--- config.mk ---
export PLATFORM = sky130hd
export DESIGN_NAME = lcd_reset_responder
export DESIGN_NICKNAME = d
export VERILOG_FILES = /design/src/rtl/lcd_pkg.sv /design/src/rtl/lcd_rst_sync.sv /design/src/rtl/lcd_reset_responder.sv
export SDC_FILE = /design/constraint.sdc
export NUM_CORES = 1
export LEC_CHECK = 0
export ABC_AREA = 1
export CAP_MARGIN = 20
export CORE_MARGIN = 4
export CORE_UTILIZATION = 45
export CTS_CLUSTER_SIZE = 25
export DETAILED_ROUTE_END_ITERATION = 12
export PLACE_DENSITY = 0.75
export SYNTH_ARGS = -nofsm -noshare
export SYNTH_HDL_FRONTEND = slang
export SYNTH_SLANG_ARGS = --single-unit
--- constraint.sdc ---
create_clock -name clk -period 1.83 [get_ports clk]
set_clock_uncertainty 0.15 [all_clocks]
set_input_delay 0.366 -clock clk [delete_from_list [all_inputs] [get_ports clk]]
set_output_delay 0.366 -clock clk [all_outputs]
set_load 0.005 [all_outputs]
--- src/rtl/lcd_pkg.sv ---
// Shared types and default constants for the LCD panel reset responder.
package lcd_pkg;

  typedef enum logic [2:0] {
    ST_IDLE,
    ST_LOW,
    ST_RECOVER,
    ST_CONFIG,
    ST_STREAM
  } lcd_state_t;

  localparam int DEF_MIN_LOW     = 4;
  localparam int DEF_RECOVERY    = 2;
  localparam int DEF_N_CFG       = 8;
  localparam int DEF_FRAME_BYTES = 1024;
  localparam int CFG_AW          = 3;

endpackage

--- src/rtl/lcd_rst_sync.sv ---
// Two-flop synchronizer for the host panel reset line; idles high (released).
module lcd_rst_sync (
  input  logic clk,
  input  logic rst_n,
  input  logic async_in,
  output logic sync_out
);

  logic meta_p0;
  logic sync_p1;

  always_ff @(posedge clk or negedge rst_n) begin
    if (!rst_n) begin
      meta_p0 <= 1'b1;
      sync_p1 <= 1'b1;
    end else begin
      meta_p0 <= async_in;
      sync_p1 <= meta_p0;
    end
  end

  assign sync_out = sync_p1;

endmodule

--- src/rtl/lcd_reset_responder.sv ---
// Panel-side reset responder: qualifies host reset pulses, then routes config and pixel bytes.
// Optional LCD_RST_GLITCH_CNT_EN adds an 8-bit saturating count of rejected short reset pulses.
module lcd_reset_responder
  import lcd_pkg::*;
#(
  parameter int MIN_LOW     = DEF_MIN_LOW,
  parameter int RECOVERY    = DEF_RECOVERY,
  parameter int N_CFG       = DEF_N_CFG,
  parameter int FRAME_BYTES = DEF_FRAME_BYTES,
  localparam int AW         = $clog2(FRAME_BYTES)
) (
  input  logic              clk,
  input  logic              rst_n,
  input  logic              lcd_rst,
  input  logic              byte_valid,
  input  logic [7:0]        byte_in,
  output logic              byte_ready,
  output logic              cfg_we,
  output logic [CFG_AW-1:0] cfg_addr,
  output logic [7:0]        cfg_data,
  output logic              px_we,
  output logic [AW-1:0]     px_addr,
  output logic [7:0]        px_data,
  output logic              panel_ready,
`ifdef LCD_RST_GLITCH_CNT_EN
  output logic [7:0]        glitch_cnt,
`endif
  output logic              frame_done
);

  localparam int LW = $clog2(MIN_LOW + 1);
  localparam int RW = $clog2(RECOVERY + 1);

  lcd_state_t        state, state_d;
  logic [LW-1:0]     low_cnt, low_cnt_d;
  logic [RW-1:0]     rec_cnt, rec_cnt_d;
  logic [CFG_AW-1:0] cfg_cnt, cfg_cnt_d;
  logic [AW-1:0]     px_ptr, px_ptr_d;
  logic              line;
  logic              accept;
`ifdef LCD_RST_GLITCH_CNT_EN
  logic              glitch_d;
  logic [7:0]        glitch_q;
`endif

  lcd_rst_sync u_sync (
    .clk      (clk),
    .rst_n    (rst_n),
    .async_in (lcd_rst),
    .sync_out (line)
  );

  assign byte_ready  = line && (state == ST_CONFIG || state == ST_STREAM);
  assign panel_ready = (state == ST_STREAM);
  assign accept      = byte_valid && byte_ready;

  always_comb begin
    state_d   = state;
    low_cnt_d = low_cnt;
    rec_cnt_d = rec_cnt;
    cfg_cnt_d = cfg_cnt;
    px_ptr_d  = px_ptr;
`ifdef LCD_RST_GLITCH_CNT_EN
    glitch_d  = 1'b0;
`endif
    case (state)
      ST_IDLE: begin
        // The entry sample itself is the first counted low cycle.
        if (!line) begin
          state_d   = ST_LOW;
          low_cnt_d = LW'(1);
        end
      end
      ST_LOW: begin
        if (!line) begin
          if (low_cnt != LW'(MIN_LOW)) low_cnt_d = low_cnt + LW'(1);
        end else if (low_cnt >= LW'(MIN_LOW)) begin
          state_d   = ST_RECOVER;
          rec_cnt_d = '0;
        end else begin
          state_d = ST_IDLE;
`ifdef LCD_RST_GLITCH_CNT_EN
          glitch_d = 1'b1;
`endif
        end
      end
      ST_RECOVER: begin
        if (rec_cnt == RW'(RECOVERY - 1)) begin
          state_d   = ST_CONFIG;
          cfg_cnt_d = '0;
        end else begin
          rec_cnt_d = rec_cnt + RW'(1);
        end
      end
      ST_CONFIG: begin
        if (accept) begin
          if (cfg_cnt == CFG_AW'(N_CFG - 1)) begin
            state_d  = ST_STREAM;
            px_ptr_d = '0;
          end else begin
            cfg_cnt_d = cfg_cnt + CFG_AW'(1);
          end
        end
      end
      ST_STREAM: begin
        if (accept) px_ptr_d = (px_ptr == AW'(FRAME_BYTES - 1)) ? '0 : px_ptr + AW'(1);
      end
      default: state_d = ST_IDLE;
    endcase
    // A new reset pulse aborts any session in progress.
    if (!line && (state == ST_RECOVER || state == ST_CONFIG || state == ST_STREAM)) begin
      state_d   = ST_LOW;
      low_cnt_d = LW'(1);
      rec_cnt_d = '0;
      cfg_cnt_d = '0;
      px_ptr_d  = '0;
    end
  end

  always_ff @(posedge clk or negedge rst_n) begin
    if (!rst_n) begin
      state   <= ST_IDLE;
      low_cnt <= '0;
      rec_cnt <= '0;
      cfg_cnt <= '0;
      px_ptr  <= '0;
    end else begin
      state   <= state_d;
      low_cnt <= low_cnt_d;
      rec_cnt <= rec_cnt_d;
      cfg_cnt <= cfg_cnt_d;
      px_ptr  <= px_ptr_d;
    end
  end

  // Write stage: accepted byte lands on the config or pixel port one cycle later.
  always_ff @(posedge clk or negedge rst_n) begin
    if (!rst_n) begin
      cfg_we     <= 1'b0;
      cfg_addr   <= '0;
      cfg_data   <= '0;
      px_we      <= 1'b0;
      px_addr    <= '0;
      px_data    <= '0;
      frame_done <= 1'b0;
    end else begin
      cfg_we     <= accept && (state == ST_CONFIG);
      px_we      <= accept && (state == ST_STREAM);
      frame_done <= accept && (state == ST_STREAM) && (px_ptr == AW'(FRAME_BYTES - 1));
      if (accept && state == ST_CONFIG) begin
        cfg_addr <= cfg_cnt;
        cfg_data <= byte_in;
      end
      if (accept && state == ST_STREAM) begin
        px_addr <= px_ptr;
        px_data <= byte_in;
      end
    end
  end

`ifdef LCD_RST_GLITCH_CNT_EN
  always_ff @(posedge clk or negedge rst_n) begin
    if (!rst_n) begin
      glitch_q <= '0;
    end else if (glitch_d && glitch_q != 8'hFF) begin
      glitch_q <= glitch_q + 8'd1;
    end
  end

  assign glitch_cnt = glitch_q;
`endif

endmodule

==> results.sh <==
export IMPL_run_status="finished clean"
export IMPL_critical_path_max_fanout=3
export IMPL_cp_start_kind="register"
export IMPL_yosysTopAreaCell="dfrtp_1"
export IMPL_synth_cells=320
export IMPL_drt_wl_total_mm=6.02
export IMPL_drt_pass1_iterations=4
export IMPL_final_area_um2=3670
export IMPL_areaGrowthSynthToFinish_pct=34.2
export IMPL_vias_per_cell=4.89
export IMPL_hold_class="register to register"
export IMPL_io_pins=46
export IMPL_fp_coreArea_um2=5920
export IMPL_cp_slowest_cell="dfrtp_1"
export IMPL_wl_per_cell_um=12.6
export IMPL_setup_viol=0
export IMPL_netlist_area_um2=2740
export IMPL_cts_tree="yes"
export IMPL_holdWs_ns=0.210
export IMPL_avgSynthCellArea_um2=8.56
export IMPL_timing_final_crit_share_pct=99.0
export IMPL_grt_pass1_vias=2186
export IMPL_max_slew_margin_pct=78.1
export IMPL_postLayoutCoreUtil_pct=62.1
export IMPL_drc=0
export IMPL_yosys_area_top_type_share_pct=48.4
export IMPL_overflow=0
export IMPL_yosysWarningCount=0
export IMPL_tightest_slew_ns=0.325
export IMPL_antenna_found_initial=0
export IMPL_worstPathArrival_ns=1.30
export IMPL_first_iter_violations=105
export IMPL_floorplan_initialDensity_pct=46.3
export IMPL_most_common_layout_cells="nand2_1 (113), dfrtp_1 (53), clkdlybuf4s50_1 (42), buf_4 (32), o21ai_0 (22)"
export IMPL_die_h_um=86.0
export IMPL_dp_hpwl_mm=4.19
export IMPL_period_needed_ns=1.81
export IMPL_max_cap_violations=0
export IMPL_grt_max_degree=56
export IMPL_fmaxAchievable_mhz=552
export IMPL_rsz0062_at_grt="true"
export IMPL_critPathKind="register to primary output"
export IMPL_globalplace_congestion=0.879
export IMPL_cts_htree_levels=2
export IMPL_cts_root_buffer="clkbuf_8"
export IMPL_max_stage_delay_ns=0.46
export IMPL_hold_viol=0
export IMPL_irDropWorstVdd_mv=0.587
export IMPL_drive_gt1_share_pct=22.6
export IMPL_fin_nets=420
export IMPL_crit_top_cell="inv_2"
export IMPL_end_kind="primary output"
export IMPL_ant_nets=0
export IMPL_mostFrequentLayoutCell="nand2_1"
export IMPL_io_buffers=45
export IMPL_crit_chain="inv_2 > nand3_4 > nand2_2 > inv_2 > nor2_2 > buf_2"
export IMPL_path_clk_slew_ns=0.10
export IMPL_die_x_um=86.0
export IMPL_post_synth_num_cell_types=31
export IMPL_power_mw=4.12
export IMPL_core_rowCount=28
export IMPL_vias=2338
export IMPL_clk_latency_ns=0.31
export IMPL_place_area_um2=3410
export IMPL_slew_viol_final=0
export IMPL_cts_buffer_depth=2
export IMPL_synth_nets=338
export IMPL_fp_dieArea_um2=7400
export IMPL_grt_pass1_wl_mm=10.1
export IMPL_p_per_area_nw_per_um2=1120
export IMPL_synthTopCellsByArea="dfrtp_1 (48%), nand2_1 (16%), o21ai_0 (4.2%)"
export IMPL_n_fill_cell=493
export IMPL_cts_sinks=55
export IMPL_ys_ff_latch=55
export IMPL_antenna_cells=0
export IMPL_power_leakage_nw=1.77
export IMPL_required_ns=1.31
export IMPL_cts_buffers=5
export IMPL_seq_area_frac_synth_pct=50.3
export IMPL_grtUsageTotal_pct=17.1
==> cells by family (layout without fill, tap and decap cells) <==
kind of cell	Yosys count	in the layout	synth area share (%)
AND/OR/NAND/NOR	166	166	27.8
flip-flops	55	55	50.3
AO/OA/AOI/OAI	53	53	11.4
buffers and inverters	39	122	7.35
adder cells (fa/ha/maj)	6	6	2.74
XOR/XNOR	1	1	0.320
==> registers in the layout, indices dropped and copies added (netlist names), 2 cells and up <==
signal / count
low_cnt: 3
cfg_data: 8
state: 3
cfg_addr: 3
rec_cnt: 2
px_data: 8
px_addr: 10
px_ptr: 10
cfg_cnt: 3
==> cell usage after synthesis, drive strengths merged <==
cell     count
nand2      122
dfrtp       53
o21ai       39
inv         30
nor2        27
nand3       11
buf          7
a21oi        6
ha           6
o21a         5
nand4        4
clkbuf       2
dfstp        2
o21bai       2
nor3         1
nor3b        1
o2111ai      1
xor2         1
==> path summary, 6_finish.rpt <==
kind	from	cells after the start	end	slack (ns)
worst max-delay path	state[2]	6	byte_ready	0.02
worst max register to register	state[0]	9	state[1]	0.07
max in group asynchronous	rst_n	3	u_sync.meta_p0	0.83
worst min register to register	u_sync.meta_p0	0	u_sync.sync_out	0.21
worst min-delay path	u_sync.meta_p0	0	u_sync.sync_out	0.21
min in group asynchronous	rst_n	3	low_cnt[2]	0.41
==> worst max-delay path: cells and delay by family (launching register included) <==
kind / cells / cell delay, ns
buf+inv: 3 / 0.28
flops: 1 / 0.46
simple gates: 3 / 0.23
==> timing repair <==
action	in CTS	in global routing
buffers inserted	3	11
hold endpoints to repair	53	0
endpoints found under the setup margin	2	23
gates resized for setup	10	12
hold buffers	1	0
pin swaps	2	15
==> routing by layer <==
metal	vias to the layer above	share of wire, %	global-route usage, %
met5	-	0	0
met4	0	1.4	6.91
met3	8	6.4	3.27
met2	63	48	27.4
met1	1088	44	22.8
li1	1179	-	-
==> area by class of cell <==
cell class | count | area [um^2] | share of cell area [%]
clock buffers | 5 | 68.8 | 1.87
clock inverters | 3 | 25.0 | 0.681
inverters | 30 | 118 | 3.20
multi-input cells | 226 | 1210 | 32.8
flip-flops and latches | 55 | 1380 | 37.5
well taps | 75 | 93.8 | 2.55
repair buffers | 84 | 785 | 21.3
==> per-stage QoR <==
step | std cells | worst slack (ns) | TNS (ns)
floorplan | 320 | 0.272 | 0
global placement | 455 | -0.0230 | -0.0308
detailed placement | 455 | -0.0507 | -0.226
CTS | 467 | -0.00344 | -0.00344
global route | 478 | -0.0518 | -0.172
finish | 478 | 0.0182 | 0
==> power by group <==
group	switching (mW)	leakage, nW	internal (mW)
combinational	0.766	1.00	0.959
clock	0.425	0.0443	0.275
sequential	0.177	0.723	1.51
No activity file was read; power rests on OpenSTA's default activity.
